==> config.mk <==
export PLATFORM = sky130hd
export DESIGN_NAME = if_stage
export DESIGN_NICKNAME = d
export VERILOG_FILES = /design/src/rtl/if_stage_pkg.sv /design/src/rtl/if_id_reg.sv /design/src/rtl/if_stage.sv
export SDC_FILE = /design/constraint.sdc
export NUM_CORES = 1
export LEC_CHECK = 0
export CAP_MARGIN = 30
export CORE_UTILIZATION = 52
export DETAILED_ROUTE_END_ITERATION = 16
export PLACE_DENSITY = 0.81
export REMOVE_ABC_BUFFERS = 1
export SLEW_MARGIN = 20
export SYNTH_ARGS = -nofsm -noshare
export SYNTH_HDL_FRONTEND = slang
export SYNTH_SLANG_ARGS = --single-unit
==> constraint.sdc <==
create_clock -name clock -period 2.96 [get_ports clock]
set_clock_uncertainty 0.2 [all_clocks]
set_input_delay 0.592 -clock clock [delete_from_list [all_inputs] [get_ports clock]]
set_output_delay 0.592 -clock clock [all_outputs]
set_load 0.005 [all_outputs]
==> src/rtl/if_stage_pkg.sv <==
// rtl/if_stage_pkg.sv - shared constants, state encoding and slot record for the fetch stage
package if_stage_pkg;

    localparam logic [31:0] NOP_INSTR_DEF = 32'h0000_0000;
    localparam logic [31:0] RESET_PC_DEF  = 32'h0000_0000;

    typedef enum logic [1:0] {
        IF_FETCH = 2'd0,
        IF_HOLD  = 2'd1,
        IF_DROP  = 2'd2
    } if_state_e;

    typedef struct packed {
        logic [31:0] instr;
        logic [31:0] pc;
        logic [31:0] pc_plus4;
    } if_id_t;

    function automatic logic [31:0] word_align(input logic [31:0] addr);
        return {addr[31:2], 2'b00};
    endfunction

endpackage

==> src/rtl/if_id_reg.sv <==
// rtl/if_id_reg.sv - pipeline slot with load, stall-hold, flush and valid; flushed slots carry NOP
module if_id_reg
    import if_stage_pkg::*;
#(
    parameter logic [31:0] NOP_INSTR = NOP_INSTR_DEF
) (
    input  logic   clock,
    input  logic   reset,
    input  logic   load_i,
    input  logic   flush_i,
    input  logic   stall_i,
    input  if_id_t data_i,
    output logic   valid_o,
    output if_id_t data_o
);

    logic   valid_q;
    if_id_t data_q;

    // Flush beats load; an unstalled slot with nothing new drains to NOP.
    always_ff @(posedge clock) begin
        if (reset) begin
            valid_q          <= 1'b0;
            data_q.instr     <= NOP_INSTR;
            data_q.pc        <= '0;
            data_q.pc_plus4  <= '0;
        end else if (flush_i || (!stall_i && !load_i)) begin
            valid_q      <= 1'b0;
            data_q.instr <= NOP_INSTR;
        end else if (load_i) begin
            valid_q <= 1'b1;
            data_q  <= data_i;
        end
    end

    assign valid_o = valid_q;
    assign data_o  = data_q;

endmodule

==> src/rtl/if_stage.sv <==
// rtl/if_stage.sv - instruction fetch: PC, imem req/ready port, hold buffer, redirect squash, IF/ID slot
module if_stage
    import if_stage_pkg::*;
#(
    parameter logic [31:0] RESET_PC  = RESET_PC_DEF,
    parameter logic [31:0] NOP_INSTR = NOP_INSTR_DEF
) (
    input  logic        clock,
    input  logic        reset,
    output logic        imem_req,
    output logic [31:0] imem_addr,
    input  logic        imem_ready,
    input  logic [31:0] imem_rdata,
    input  logic        stall,
    input  logic        branch_taken,
    input  logic [31:0] branch_target,
    input  logic        jump,
    input  logic [31:0] jump_target,
    output logic        if_valid,
    output logic [31:0] if_instr,
    output logic [31:0] if_pc,
    output logic [31:0] if_pc_plus4
);

    if_state_e   state_q;
    logic [31:0] pc_q;
    logic [31:0] drop_addr_q;
    logic [31:0] hold_instr_q;
    logic [31:0] hold_pc_q;

    logic        redirect;
    logic [31:0] target;
    logic        slot_free;
    logic        slot_load;
    if_id_t      slot_din;
    if_id_t      slot_q;

    assign redirect  = branch_taken | jump;
    assign target    = word_align(branch_taken ? branch_target : jump_target);
    assign slot_free = !if_valid || !stall;

    assign imem_req  = !reset && (state_q != IF_HOLD);
    assign imem_addr = (state_q == IF_DROP) ? drop_addr_q : pc_q;

    always_comb begin
        slot_load         = 1'b0;
        slot_din.instr    = imem_rdata;
        slot_din.pc       = pc_q;
        slot_din.pc_plus4 = pc_q + 32'd4;
        if (!redirect && slot_free) begin
            if (state_q == IF_FETCH && imem_ready) begin
                slot_load = 1'b1;
            end else if (state_q == IF_HOLD) begin
                slot_load         = 1'b1;
                slot_din.instr    = hold_instr_q;
                slot_din.pc       = hold_pc_q;
                slot_din.pc_plus4 = hold_pc_q + 32'd4;
            end
        end
    end

    always_ff @(posedge clock) begin
        if (reset) begin
            state_q      <= IF_FETCH;
            pc_q         <= word_align(RESET_PC);
            drop_addr_q  <= '0;
            hold_instr_q <= '0;
            hold_pc_q    <= '0;
        end else if (redirect) begin
            pc_q         <= target;
            hold_instr_q <= '0;
            hold_pc_q    <= '0;
            // An unanswered request must still be consumed, so remember where it went.
            case (state_q)
                IF_FETCH: begin
                    if (!imem_ready) begin
                        drop_addr_q <= pc_q;
                        state_q     <= IF_DROP;
                    end
                end
                IF_DROP:  if (imem_ready) state_q <= IF_FETCH;
                default:  state_q <= IF_FETCH;
            endcase
        end else begin
            case (state_q)
                IF_FETCH: begin
                    if (imem_ready) begin
                        pc_q <= pc_q + 32'd4;
                        if (!slot_free) begin
                            hold_instr_q <= imem_rdata;
                            hold_pc_q    <= pc_q;
                            state_q      <= IF_HOLD;
                        end
                    end
                end
                IF_HOLD:  if (slot_free) state_q <= IF_FETCH;
                IF_DROP:  if (imem_ready) state_q <= IF_FETCH;
                default:  state_q <= IF_FETCH;
            endcase
        end
    end

    if_id_reg #(
        .NOP_INSTR (NOP_INSTR)
    ) u_if_id (
        .clock   (clock),
        .reset   (reset),
        .load_i  (slot_load),
        .flush_i (redirect),
        .stall_i (stall),
        .data_i  (slot_din),
        .valid_o (if_valid),
        .data_o  (slot_q)
    );

    assign if_instr    = slot_q.instr;
    assign if_pc       = slot_q.pc;
    assign if_pc_plus4 = slot_q.pc_plus4;

endmodule

==> metrics.md, run 1 <==
| Metric | Value |
|---|---|
| Outcome | `finished clean` |
| Crit path launch | `state_q[1]$_SDFFE_PP0P_` |
| Clk sinks | `217` |
| WL met3 | `2820 µm` |
| CP max FO | `26` |
| Iter 0 DRT Violations | `926` |
| Area leader, netlist | `dfxtp_1` |
| CP Buf/Inv Count | `2` |
| Top Layer Used | `met4` |
| Vias/cell | `5.99` |
| Highest Clock Rate | `340 MHz` |
| Post-CTS Setup Repair Bufs | `0` |
| Synth Cell Area | `11,100 µm²` |
| Async SR Flop Fraction | `0` |
| Initial antenna violation count | `0` |
| CP Class | `reg2out` |
| Mapped Cells | `1,402` |
| Via count | `11.1k` |
| Share of cells above drive strength 1 | `0.113` |
| Port bufs | `221` |
| Crit path required time | `2.17 ns` |
| Final critical-path share of the clock period | `0.994` |
| EDFF count, synth | `0` |
| CP endpoint | `imem_addr[12]` |
| Synth top area share | `0.393` |
| Max-Cap Viols | `0` |
| Largest net degree at the start of global routing | `63` |
| Post-route setup TNS | `0 ns` |
| Worst Tran Pin Value | `0.688 ns` |
| Ys Warns | `0` |
| First-pass GRT wire length | `54,500 µm` |
| Starting density of the core | `0.537` |
| Worst skew pair latency | `0.52 ns` |
| GRT overflow | `0` |
| Most common cell in the netlist | `nand2_1` |
| FF-to-FF Start | `pc_q[11]$_SDFFE_PP0P_` |
| Clk buf depth | `3` |
| Arrival @ worst endpoint | `2.15 ns` |
| Crit path cell chain | `nor2b_4, buf_12, o21ai_0, clkdlybuf4s50_1` |
| Final setup fails | `0` |
| GRT Util Overall | `0.308` |
| HP Start | `reset` |
| FF+latch count, synth | `217` |
| Power Total | `0.00691 W` |
| Peak supply drop | `0.000368 V` |
| CTS tree | `done` |
| WL met2 | `16,200 µm` |
| Io pins | `232` |
| Static leakage | `5.02 nW` |
| Layout area overhead | `30.7%` |
| Pwr dens | `479 nW/µm²` |
| Syn avg cell area | `7.88 µm²` |
| First drt pass iteration count | `5` |
| H-tree depth | `1` |
| Design Area, Final | `14,400 µm²` |
| Number of global-route vias before repair | `10.6k` |
| Worst Setup Start Kind | `register` |
| Slew Limit Fails | `0` |
| Seq/Total Area, Yosys | `0.393` |
| Period minus WS final | `2.94 ns` |
| GP Congestion | `0.934` |
| Headroom to the max-slew limit | `0.537` |
| Routed wire length | `33,900 µm` |
| Top_reg_cell synth | `dfxtp_1` |
| Critical Path End Type | `output port` |
| Antenna Nets Post-Route | `0` |
| Clk slew on worst S/H paths | `0.06 ns` |
| Post-DP HPWL | `23,600 µm` |
| Num CTS Buffers | `24` |
| DRC Markers | `0` |
| Critical-path top delay cell | `clkdlybuf4s50_1` |
| Crit-path leading delay family | `buffers and inverters` |
| Core area | `20,600 µm²` |
| ANT cells | `0` |
| Die extent in y | `148 µm` |
| Utilization after layout | `0.703` |
| Final-layout fill cell count | `1,650` |
| Dpl cell area | `13,700 µm²` |
| Worst flop-to-flop path endpoint | `pc_q[26]$_SDFFE_PP0P_` |
| Met1 WL | `13,900 µm` |
| CTS root buf | `clkbuf_16` |
| Nets | `1,679` |
| Worst Hold Class | `in2reg` |
| Row count | `52` |
| R2r setup slk | `0.46 ns` |
| Synth top area cells | `dfxtp_1 (39%), nand2_1 (11%), a21oi_1 (5.5%)` |
| Wirelength per Cell | `18.3 µm` |
| RSZ-0062 raised after global routing | `false` |
| Critical Path Max Stage Delay | `0.58 ns` |
| Worst reg2reg path depth | `6` |
| Die X | `148 µm` |
| Count of distinct cell types in the synthesized netlist | `71` |
| Die area | `21,800 µm²` |
| Final Hold Fails | `0` |
| Synth cell count leaders | `nand2_1 (319), dfxtp_1 (217), a21oi_1 (121)` |
| Levels on crit path | `4` |
-- through the flow --
step                hold slack, ns  setup WS (ns)  cells
detailed placement           0.245          0.142   1819
global placement             0.238          0.134   1819
global route                 0.240       0.000784   1860
CTS                          0.204         0.0332   1860
finish                       0.220         0.0185   1860
floorplan                    0.227          -3.57   1262
-- layout make-up --
cell class                 instances  area (µm²)  area share
clock buffer                      29         659      0.0456
clock inverter                    12         121     0.00840
inverter                          12        45.0     0.00312
multi-input combinational       1033        6050       0.419
sequential                       217        4350       0.301
tap                              270         338      0.0234
timing repair buffer             287        2880       0.199
-- cells in the final DEF (no fill, tap or decap), drive strengths merged, types with 13 or more instances in the layout --
cell type	count
clkdlybuf4s50	220
o211ai	13
dfxtp	217
a211oi	41
mux2i	38
o31a	18
xor2	20
mux2	25
clkbuf	29
a311oi	30
xnor2	24
nand3	36
o21ai	31
or3	14
a21oi	121
nand4	19
nor4	31
nand2	319
nor2	99
buf	67
nor3	39
-- worst min path at each step --
| stage | end | depth (start not counted) |
|---|---|---|
| after floorplan | drop_addr_q[10]$_SDFFE_PP0P_ | 2 |
| after global placement | drop_addr_q[24]$_SDFFE_PP0P_ | 2 |
| after detailed placement | drop_addr_q[13]$_SDFFE_PP0P_ | 2 |
| after CTS | drop_addr_q[22]$_SDFFE_PP0P_ | 2 |
| after global routing | drop_addr_q[22]$_SDFFE_PP0P_ | 2 |
| final | drop_addr_q[22]$_SDFFE_PP0P_ | 2 |
-- flip-flops by register name, indices dropped and copies added, names as in the netlist --
| register | cells |
|---|---|
| u_if_id.valid_o | 1 |
| u_if_id.data_o | 92 |
| hold_pc_q | 30 |
| pc_q | 30 |
| hold_instr_q | 32 |
| drop_addr_q | 30 |
| state_q | 2 |
-- metal layers --
layer,vias to the layer above,global-route usage
li1,5286,-
met2,519,0.527
met5,-,0
met3,85,0.0454
met4,0,0.104
met1,5244,0.396
-- power by group --
group          internal, W  switching, W  leakage [nW]
logic             0.000438      0.000399          2.86
registers          0.00300      0.000109          1.76
clock network      0.00175       0.00121         0.396
total              0.00519       0.00172          5.02
-- repair_timing --
item | 4_1_cts | 5_1_grt
gates resized for setup | 4 | 2
gates cloned | 0 | 0
hold buffers | 0 | 0
hold endpoints to repair | 0 | 0
pin swaps | 0 | 0
setup endpoints to repair | 29 | 2
-- cell families after synthesis --
kind of cell	synth area share
buffers and inverters	0.0661
multiplexers	0.0599
AND/OR/NAND/NOR	0.254
XOR/XNOR	0.0349
AO/OA/AOI/OAI	0.189
adder cells (fa/ha/maj)	0.00226
flip-flops	0.393
other	0.000339
(Power assumes the default switching activity.)
==> inputs of run 2 (changes only) <==
Settings changed: CTS_CLUSTER_SIZE from default to 40.
==> results of run 2 <==
Same layout as run 1: the final DEF is identical, and so are final timing and power.
==> inputs of run 3 (changes only) <==
Settings changed: TNS_END_PERCENT from default to 50.
==> results of run 3 <==
Same layout as run 1: the final DEF is identical, and so are final timing and power.
